===== config.mk =====
export PLATFORM = sky130hd
export DESIGN_NAME = pht_update_sched_flat
export DESIGN_NICKNAME = d
export VERILOG_FILES = /design/src/rtl/pht_update_sched_pkg.sv /design/src/rtl/pht_update_sched_if.sv /design/src/rtl/pht_update_sched_fifo.sv /design/src/rtl/pht_update_sched.sv /design/src/flat_wrapper.sv
export SDC_FILE = /design/constraint.sdc
export NUM_CORES = 1
export LEC_CHECK = 0
export ABC_AREA = 1
export CORE_AREA = 5 5 111 61
export DETAILED_ROUTE_END_ITERATION = 6
export DIE_AREA = 0 0 116 66
export DONT_BUFFER_PORTS = 1
export PLACE_DENSITY_LB_ADDON = 0.2
export SYNTH_ARGS = -nofsm -noshare
export SYNTH_HDL_FRONTEND = slang
export SYNTH_SLANG_ARGS = --single-unit

===== constraint.sdc =====
create_clock -name clk -period 3.2 [get_ports clk]
set_input_delay 0.96 -clock clk [delete_from_list [all_inputs] [get_ports clk]]
set_output_delay 0.96 -clock clk [all_outputs]
set_load 0.02 [all_outputs]

===== src/rtl/pht_update_sched_pkg.sv =====
// Shared types and the 2-bit saturating-counter rule for the branch predictor's PHT.
package lc3b_types;

    typedef logic [15:0] lc3b_word;
    typedef logic [1:0]  pht_state_t;

    localparam pht_state_t PHT_WEAK_NT = 2'b01;

    typedef enum logic {
        S_INIT = 1'b0,
        S_RUN  = 1'b1
    } pht_sched_state_e;

    // Taken moves toward strongly-taken, not-taken toward strongly-not-taken; both saturate.
    function automatic pht_state_t sat_update(pht_state_t ctr, logic taken);
        pht_state_t res;
        if (taken) res = (ctr == 2'b11) ? ctr : ctr + 2'b01;
        else       res = (ctr == 2'b00) ? ctr : ctr - 2'b01;
        return res;
    endfunction

endpackage


===== src/rtl/pht_update_sched_if.sv =====
// Writeback event bus plus PHT write/read port, as seen by the update scheduler.
interface pht_update_sched_if
    import lc3b_types::*;
#(
    parameter int unsigned PC_W   = 4,
    parameter int unsigned HIST_W = 4
);
    localparam int unsigned IDX_W = PC_W + HIST_W;

    logic              wb_valid;
    lc3b_word          wb_pc;
    logic [HIST_W-1:0] wb_bhr;
    logic              wb_taken;
    logic              wb_stall;
    logic              pht_we;
    logic [IDX_W-1:0]  pht_index;
    pht_state_t        pht_wdata;
    pht_state_t        pht_rdata;

    modport master (
        output wb_valid, wb_pc, wb_bhr, wb_taken, pht_rdata,
        input  wb_stall, pht_we, pht_index, pht_wdata
    );

    modport slave (
        input  wb_valid, wb_pc, wb_bhr, wb_taken, pht_rdata,
        output wb_stall, pht_we, pht_index, pht_wdata
    );
endinterface


===== src/rtl/pht_update_sched_fifo.sv =====
// Small circular FIFO of resolved-branch events {index, taken}; caller guarantees no overflow/underflow.
module br_event_fifo #(
    parameter int unsigned DEPTH = 4,
    parameter int unsigned W     = 9
) (
    input  logic                     clk,
    input  logic                     reset,
    input  logic                     clear,
    input  logic                     push,
    input  logic [W-1:0]             push_data,
    input  logic                     pop,
    output logic [W-1:0]             head,
    output logic [$clog2(DEPTH):0]   count
);
    localparam int unsigned PTR_W = $clog2(DEPTH);
    localparam int unsigned CNT_W = PTR_W + 1;

    logic [W-1:0]     mem_q [DEPTH];
    logic [W-1:0]     mem_d [DEPTH];
    logic [PTR_W-1:0] wr_ptr_q, wr_ptr_d;
    logic [PTR_W-1:0] rd_ptr_q, rd_ptr_d;
    logic [CNT_W-1:0] count_q, count_d;

    always_comb begin
        mem_d    = mem_q;
        wr_ptr_d = wr_ptr_q;
        rd_ptr_d = rd_ptr_q;
        count_d  = count_q;
        if (push) begin
            mem_d[wr_ptr_q] = push_data;
            wr_ptr_d        = wr_ptr_q + PTR_W'(1);
        end
        if (pop) rd_ptr_d = rd_ptr_q + PTR_W'(1);
        case ({push, pop})
            2'b10:   count_d = count_q + CNT_W'(1);
            2'b01:   count_d = count_q - CNT_W'(1);
            default: count_d = count_q;
        endcase
        // Flush wins over any push/pop this cycle.
        if (clear) begin
            wr_ptr_d = '0;
            rd_ptr_d = '0;
            count_d  = '0;
        end
    end

    always_ff @(posedge clk) begin
        if (reset) begin
            wr_ptr_q <= '0;
            rd_ptr_q <= '0;
            count_q  <= '0;
        end else begin
            wr_ptr_q <= wr_ptr_d;
            rd_ptr_q <= rd_ptr_d;
            count_q  <= count_d;
        end
    end

    // Storage needs no reset: entries are only read once count says they are valid.
    always_ff @(posedge clk) begin
        mem_q <= mem_d;
    end

    assign head  = mem_q[rd_ptr_q];
    assign count = count_q;

endmodule


===== src/rtl/pht_update_sched.sv =====
// PHT write-port owner: walks the table to weakly-not-taken after reset/clear, then drains queued branch updates.
module pht_update_sched
    import lc3b_types::*;
#(
    parameter int unsigned PC_W   = 4,
    parameter int unsigned HIST_W = 4,
    parameter int unsigned DEPTH  = 4
) (
    input  logic                    clk,
    input  logic                    reset,
    input  logic                    pht_clear,
    pht_update_sched_if.slave       bus,
    output logic                    init_busy,
    output logic [$clog2(DEPTH):0]  q_count
);
    localparam int unsigned IDX_W = PC_W + HIST_W;
    localparam int unsigned ENT_W = IDX_W + 1;
    localparam int unsigned CNT_W = $clog2(DEPTH) + 1;

    pht_sched_state_e  state_q, state_d;
    logic [IDX_W-1:0]  init_cnt_q, init_cnt_d;
    logic              push, pop;
    logic [ENT_W-1:0]  push_data, head;
    logic [CNT_W-1:0]  count;
    logic              unused_pc_bits;

    assign unused_pc_bits = ^bus.wb_pc[$bits(lc3b_word)-1:PC_W];

    // Stall looks only at registered occupancy, so a same-cycle pop never frees a slot.
    assign bus.wb_stall = (count == CNT_W'(DEPTH));
    assign push         = bus.wb_valid && !bus.wb_stall;
    assign push_data    = {bus.wb_pc[PC_W-1:0], bus.wb_bhr, bus.wb_taken};

    always_comb begin
        state_d       = state_q;
        init_cnt_d    = init_cnt_q;
        pop           = 1'b0;
        bus.pht_we    = 1'b0;
        bus.pht_index = head[ENT_W-1:1];
        bus.pht_wdata = sat_update(bus.pht_rdata, head[0]);
        case (state_q)
            S_INIT: begin
                bus.pht_we    = 1'b1;
                bus.pht_index = init_cnt_q;
                bus.pht_wdata = PHT_WEAK_NT;
                init_cnt_d    = init_cnt_q + IDX_W'(1);
                if (init_cnt_q == {IDX_W{1'b1}}) state_d = S_RUN;
            end
            S_RUN: begin
                if (count != '0) begin
                    bus.pht_we = 1'b1;
                    pop        = 1'b1;
                end
            end
            default: state_d = S_INIT;
        endcase
        if (pht_clear) begin
            state_d    = S_INIT;
            init_cnt_d = '0;
        end
    end

    always_ff @(posedge clk) begin
        if (reset) begin
            state_q    <= S_INIT;
            init_cnt_q <= '0;
        end else begin
            state_q    <= state_d;
            init_cnt_q <= init_cnt_d;
        end
    end

    br_event_fifo #(
        .DEPTH (DEPTH),
        .W     (ENT_W)
    ) u_fifo (
        .clk       (clk),
        .reset     (reset),
        .clear     (pht_clear),
        .push      (push),
        .push_data (push_data),
        .pop       (pop),
        .head      (head),
        .count     (count)
    );

    assign init_busy = (state_q == S_INIT);
    assign q_count   = count;

endmodule

===== src/flat_wrapper.sv =====
// flat-port wrapper written by rule: the top's interface ports become plain ports
module pht_update_sched_flat import lc3b_types::*;
#(
    parameter int unsigned PC_W   = 4,
    parameter int unsigned HIST_W = 4,
    parameter int unsigned DEPTH  = 4
)
  (clk, reset, pht_clear, init_busy, q_count, bus_wb_valid, bus_wb_pc, bus_wb_bhr, bus_wb_taken, bus_pht_rdata, bus_wb_stall, bus_pht_we, bus_pht_index, bus_pht_wdata);
  pht_update_sched_if #(.PC_W(PC_W), .HIST_W(HIST_W)) bus_i ();
  input  logic clk;
  input  logic reset;
  input  logic pht_clear;
  output logic init_busy;
  output logic [$clog2(DEPTH):0] q_count;
  input wire logic [$bits(bus_i.wb_valid)-1:0] bus_wb_valid;
  input wire logic [$bits(bus_i.wb_pc)-1:0] bus_wb_pc;
  input wire logic [$bits(bus_i.wb_bhr)-1:0] bus_wb_bhr;
  input wire logic [$bits(bus_i.wb_taken)-1:0] bus_wb_taken;
  input wire logic [$bits(bus_i.pht_rdata)-1:0] bus_pht_rdata;
  output wire logic [$bits(bus_i.wb_stall)-1:0] bus_wb_stall;
  output wire logic [$bits(bus_i.pht_we)-1:0] bus_pht_we;
  output wire logic [$bits(bus_i.pht_index)-1:0] bus_pht_index;
  output wire logic [$bits(bus_i.pht_wdata)-1:0] bus_pht_wdata;
  assign bus_i.wb_valid = bus_wb_valid;
  assign bus_i.wb_pc = bus_wb_pc;
  assign bus_i.wb_bhr = bus_wb_bhr;
  assign bus_i.wb_taken = bus_wb_taken;
  assign bus_i.pht_rdata = bus_pht_rdata;
  assign bus_wb_stall = bus_i.wb_stall;
  assign bus_pht_we = bus_i.pht_we;
  assign bus_pht_index = bus_i.pht_index;
  assign bus_pht_wdata = bus_i.pht_wdata;
  pht_update_sched #(.PC_W(PC_W), .HIST_W(HIST_W), .DEPTH(DEPTH)) u_core (.clk(clk), .reset(reset), .pht_clear(pht_clear), .bus(bus_i), .init_busy(init_busy), .q_count(q_count));
endmodule

==> flow_metrics.py <==
metrics = {
    "outcome": {
        "outcome": "finished clean",
    },
    "setup_path": {
        "cp_slowest_stage_delay_ns": 0.50,
        "cp_cell_sequence": "buf_4, nand2_1, nand3_1, nand2_1, a21oi_1",
        "rrSetupSlack_ns": 1.18,
        "crit_family": "flip-flops",
        "path_buf_inv": 1,
        "critPathMaxFanout": 14,
        "crit_path_end_kind": "output port",
        "worst-endpoint-arrival_ns": 1.67,
        "critPathKind": "flop to output port",
        "cp_data_required_time_ns": 2.24,
        "crit_slowest_cell": "dfxtp_1",
        "crit_top_cell": "nand2_1",
        "startpoint_type": "flop",
    },
    "power": {
        "p_seq_share_pct": 53.7,
        "swShare_pct": 19.1,
        "p_per_area_mw_per_mm2": 511,
        "ir_worst_vdd_mv": 0.209,
        "p_int_w": 0.00112,
        "p_leak_nw": 1.14,
        "p_clk_share_pct": 42.9,
        "switchingPower_w": 0.000264,
        "combPwrFrac_pct": 3.4,
    },
    "logic_synthesis": {
        "synth_edf_count": 36,
        "yosys.area.top_type": "edfxtp_1",
        "ys.flop_type": "edfxtp_1",
        "seq_area_frac_synth_pct": 57.3,
        "synthDistinctLibCells": 25,
        "synth.avg_cell_area_sq_um": 8.85,
        "ys_seq_elements": 52,
        "synth.cell_area_sq_mm": 0.00244,
        "netlist.area_leader.share_pct": 44.2,
        "yosysWarningCount": 0,
        "syn_nets": 310,
        "synthArstFlopShare_pct": 0,
        "synth_area_leaders": "edfxtp_1 44%, nand2_1 19%, dfxtp_1 13%",
        "yosys-top-cells-count": "122 x nand2_1, 36 x edfxtp_1, 19 x inv_1",
        "yosysMostFrequentCell": "nand2_1",
        "synthCells": 276,
    },
    "route": {
        "routed_wl_mm": 4.86,
        "routedWlPerCell_microns": 13.5,
        "route.antenna.remaining_nets": 0,
        "drt_iter0_drc": 84,
        "drtPass1Iterations": 4,
        "avgViaCountPerCell": 4.75,
        "drc": 0,
        "vias": 1707,
    },
    "floorplanning": {
        "row_count": 20,
        "die_h_microns": 66,
        "io-pin-count": 43,
        "die_width_microns": 116,
        "dieArea_sq_mm": 0.00766,
        "core_sq_mm": 0.00576,
        "initial_core_util_pct": 42.5,
    },
    "clock_tree": {
        "cts_hold_buffers": 0,
        "cts_root_buf": "clkbuf_16",
        "cts_made_buffers": 5,
        "cts.sinks": 52,
        "cts_tree": "yes",
        "post-cts-setup-buffers": 0,
        "cts_resized": 0,
        "clk_latency_ns": 0.28,
        "cts_max_path_buffers": 2,
        "h-tree-depth": 2,
        "clkTransAtPathRegs_ns": 0.06,
    },
    "timing": {
        "setup_viol": 0,
        "fmax_ghz": 0.380,
        "tightest_slew_ns": 0.461,
        "drv_slew": 0,
        "final-hold-violation-count": 0,
        "rsz0062_at_grt": "no",
        "slew_headroom_pct": 69.4,
        "fin_skew_ns": 0.00495,
        "layout_min_cycle_time_ns": 2.63,
        "setup_tns_ns": 0,
        "fin_hold_ws_ns": 0.507,
        "fin_ws_ns": 0.570,
        "finalCritPeriodShare_pct": 82.2,
    },
    "layout": {
        "drive_above_1_share_pct": 10.6,
        "fillers": 560,
        "layout.nets": 315,
        "num_antenna_cells": 0,
        "area_growth_pct": 10.7,
    },
    "global_route": {
        "grt_max_degree": 21,
        "grt_pass1_wl_mm": 8.05,
        "grt_use_total_pct": 14.0,
        "antenna_found_initial": 0,
        "grt-ovfl-total": 0,
        "grt_pass1_vias": 1554,
    },
    "worst_hold_path": {
        "hold_path.class": "flop to flop",
    },
    "placement": {
        "place_ws_ns": 0.712,
        "dpl.hpwl_mm": 3.53,
        "routabilityCongestion": 0.745,
        "port_buffers": 0,
    },
    "job": {
        "cap_violations": 0,
    },
}
-- metrics by stage --
stage                     total power, W  instances  utilization [%]  cell area [sq um]
after detailed placement        0.000805        351             44.1               2540
after CTS                        0.00140        359             47.0               2700
after floorplan                 0.000791        276                -               2440
final                            0.00138        359             47.0               2700
after global routing             0.00144        359             47.0               2700
after global placement          0.000803        351             44.1               2540
-- cell usage in the layout (no fill, tap or decap), types with 4 or more instances in the layout --
master	netlist	final
inv_1	19	19
nand3_1	15	15
ha_1	6	6
dfxtp_1	16	16
inv_2	4	4
edfxtp_1	36	36
a21oi_1	12	12
nor2_1	16	16
clkbuf_16	0	5
nand2_1	122	122
buf_4	2	7
-- state kept, by name, summed over array words and instances, names as in the netlist --
signal,cells
u_core.init_cnt_q,8
u_core.state_q,1
u_core.u_fifo.count,3
u_core.u_fifo.mem_q,36
u_core.u_fifo.rd_ptr_q,2
u_core.u_fifo.wr_ptr_q,2
-- worst min-delay path, stage by stage, from the launching register on --
cell and delay [ns]:
dfxtp_1 0.34, nand2_1 0.07, a21oi_1 0.05
-- cell type report --
cell class	instances	area, sq um	area share, %
repair buffers	7	52.6	1.94
multi-input cells	191	893	33.0
clock buffers	5	125	4.63
flip-flops and latches	52	1400	51.8
well taps	77	96.3	3.56
clock inverters	3	42.5	1.57
inverters	24	92.6	3.42
-- kinds of logic (layout without fill, tap and decap cells) --
family                   after synthesis  count (layout)  share of synthesized area [%]
AO/OA/AOI/OAI                         16              16                           3.38
adder cells (fa/ha/maj)                7               7                           3.89
buffers and inverters                 33              39                           6.09
flip-flops                            52              52                           57.3
AND/OR/NAND/NOR                      168             168                           29.3
-- power groups by stage --
stage,combinational [W],clock (W),sequential [W]
global placement,0.0000471,0,0.000756
CTS,0.0000485,0.000606,0.000742
finish,0.0000473,0.000593,0.000741
floorplan,0.0000358,0,0.000755
global route,0.0000565,0.000638,0.000742
detailed placement,0.0000484,0,0.000756
-- routing by layer --
metal | global-route usage [%] | wire length [microns] | up-vias
met5 | 0 | 0 | -
met2 | 19.2 | 1910 | 33
met3 | 4.57 | 323 | 8
met4 | 3.47 | 46 | 0
li1 | - | - | 891
met1 | 21.0 | 2580 | 775
-- final timing paths --
path                                                 from                         to  cells after the start
worst min-delay path            u_core.u_fifo.wr_ptr_q[1]  u_core.u_fifo.wr_ptr_q[1]                      2
worst min register to register  u_core.u_fifo.wr_ptr_q[1]  u_core.u_fifo.wr_ptr_q[1]                      2
worst max register to register     u_core.u_fifo.count[2]     u_core.u_fifo.count[2]                     13
worst max-delay path            u_core.u_fifo.rd_ptr_q[0]           bus_pht_wdata[1]                      5
Note: power is estimated with default switching activity, not from simulation.
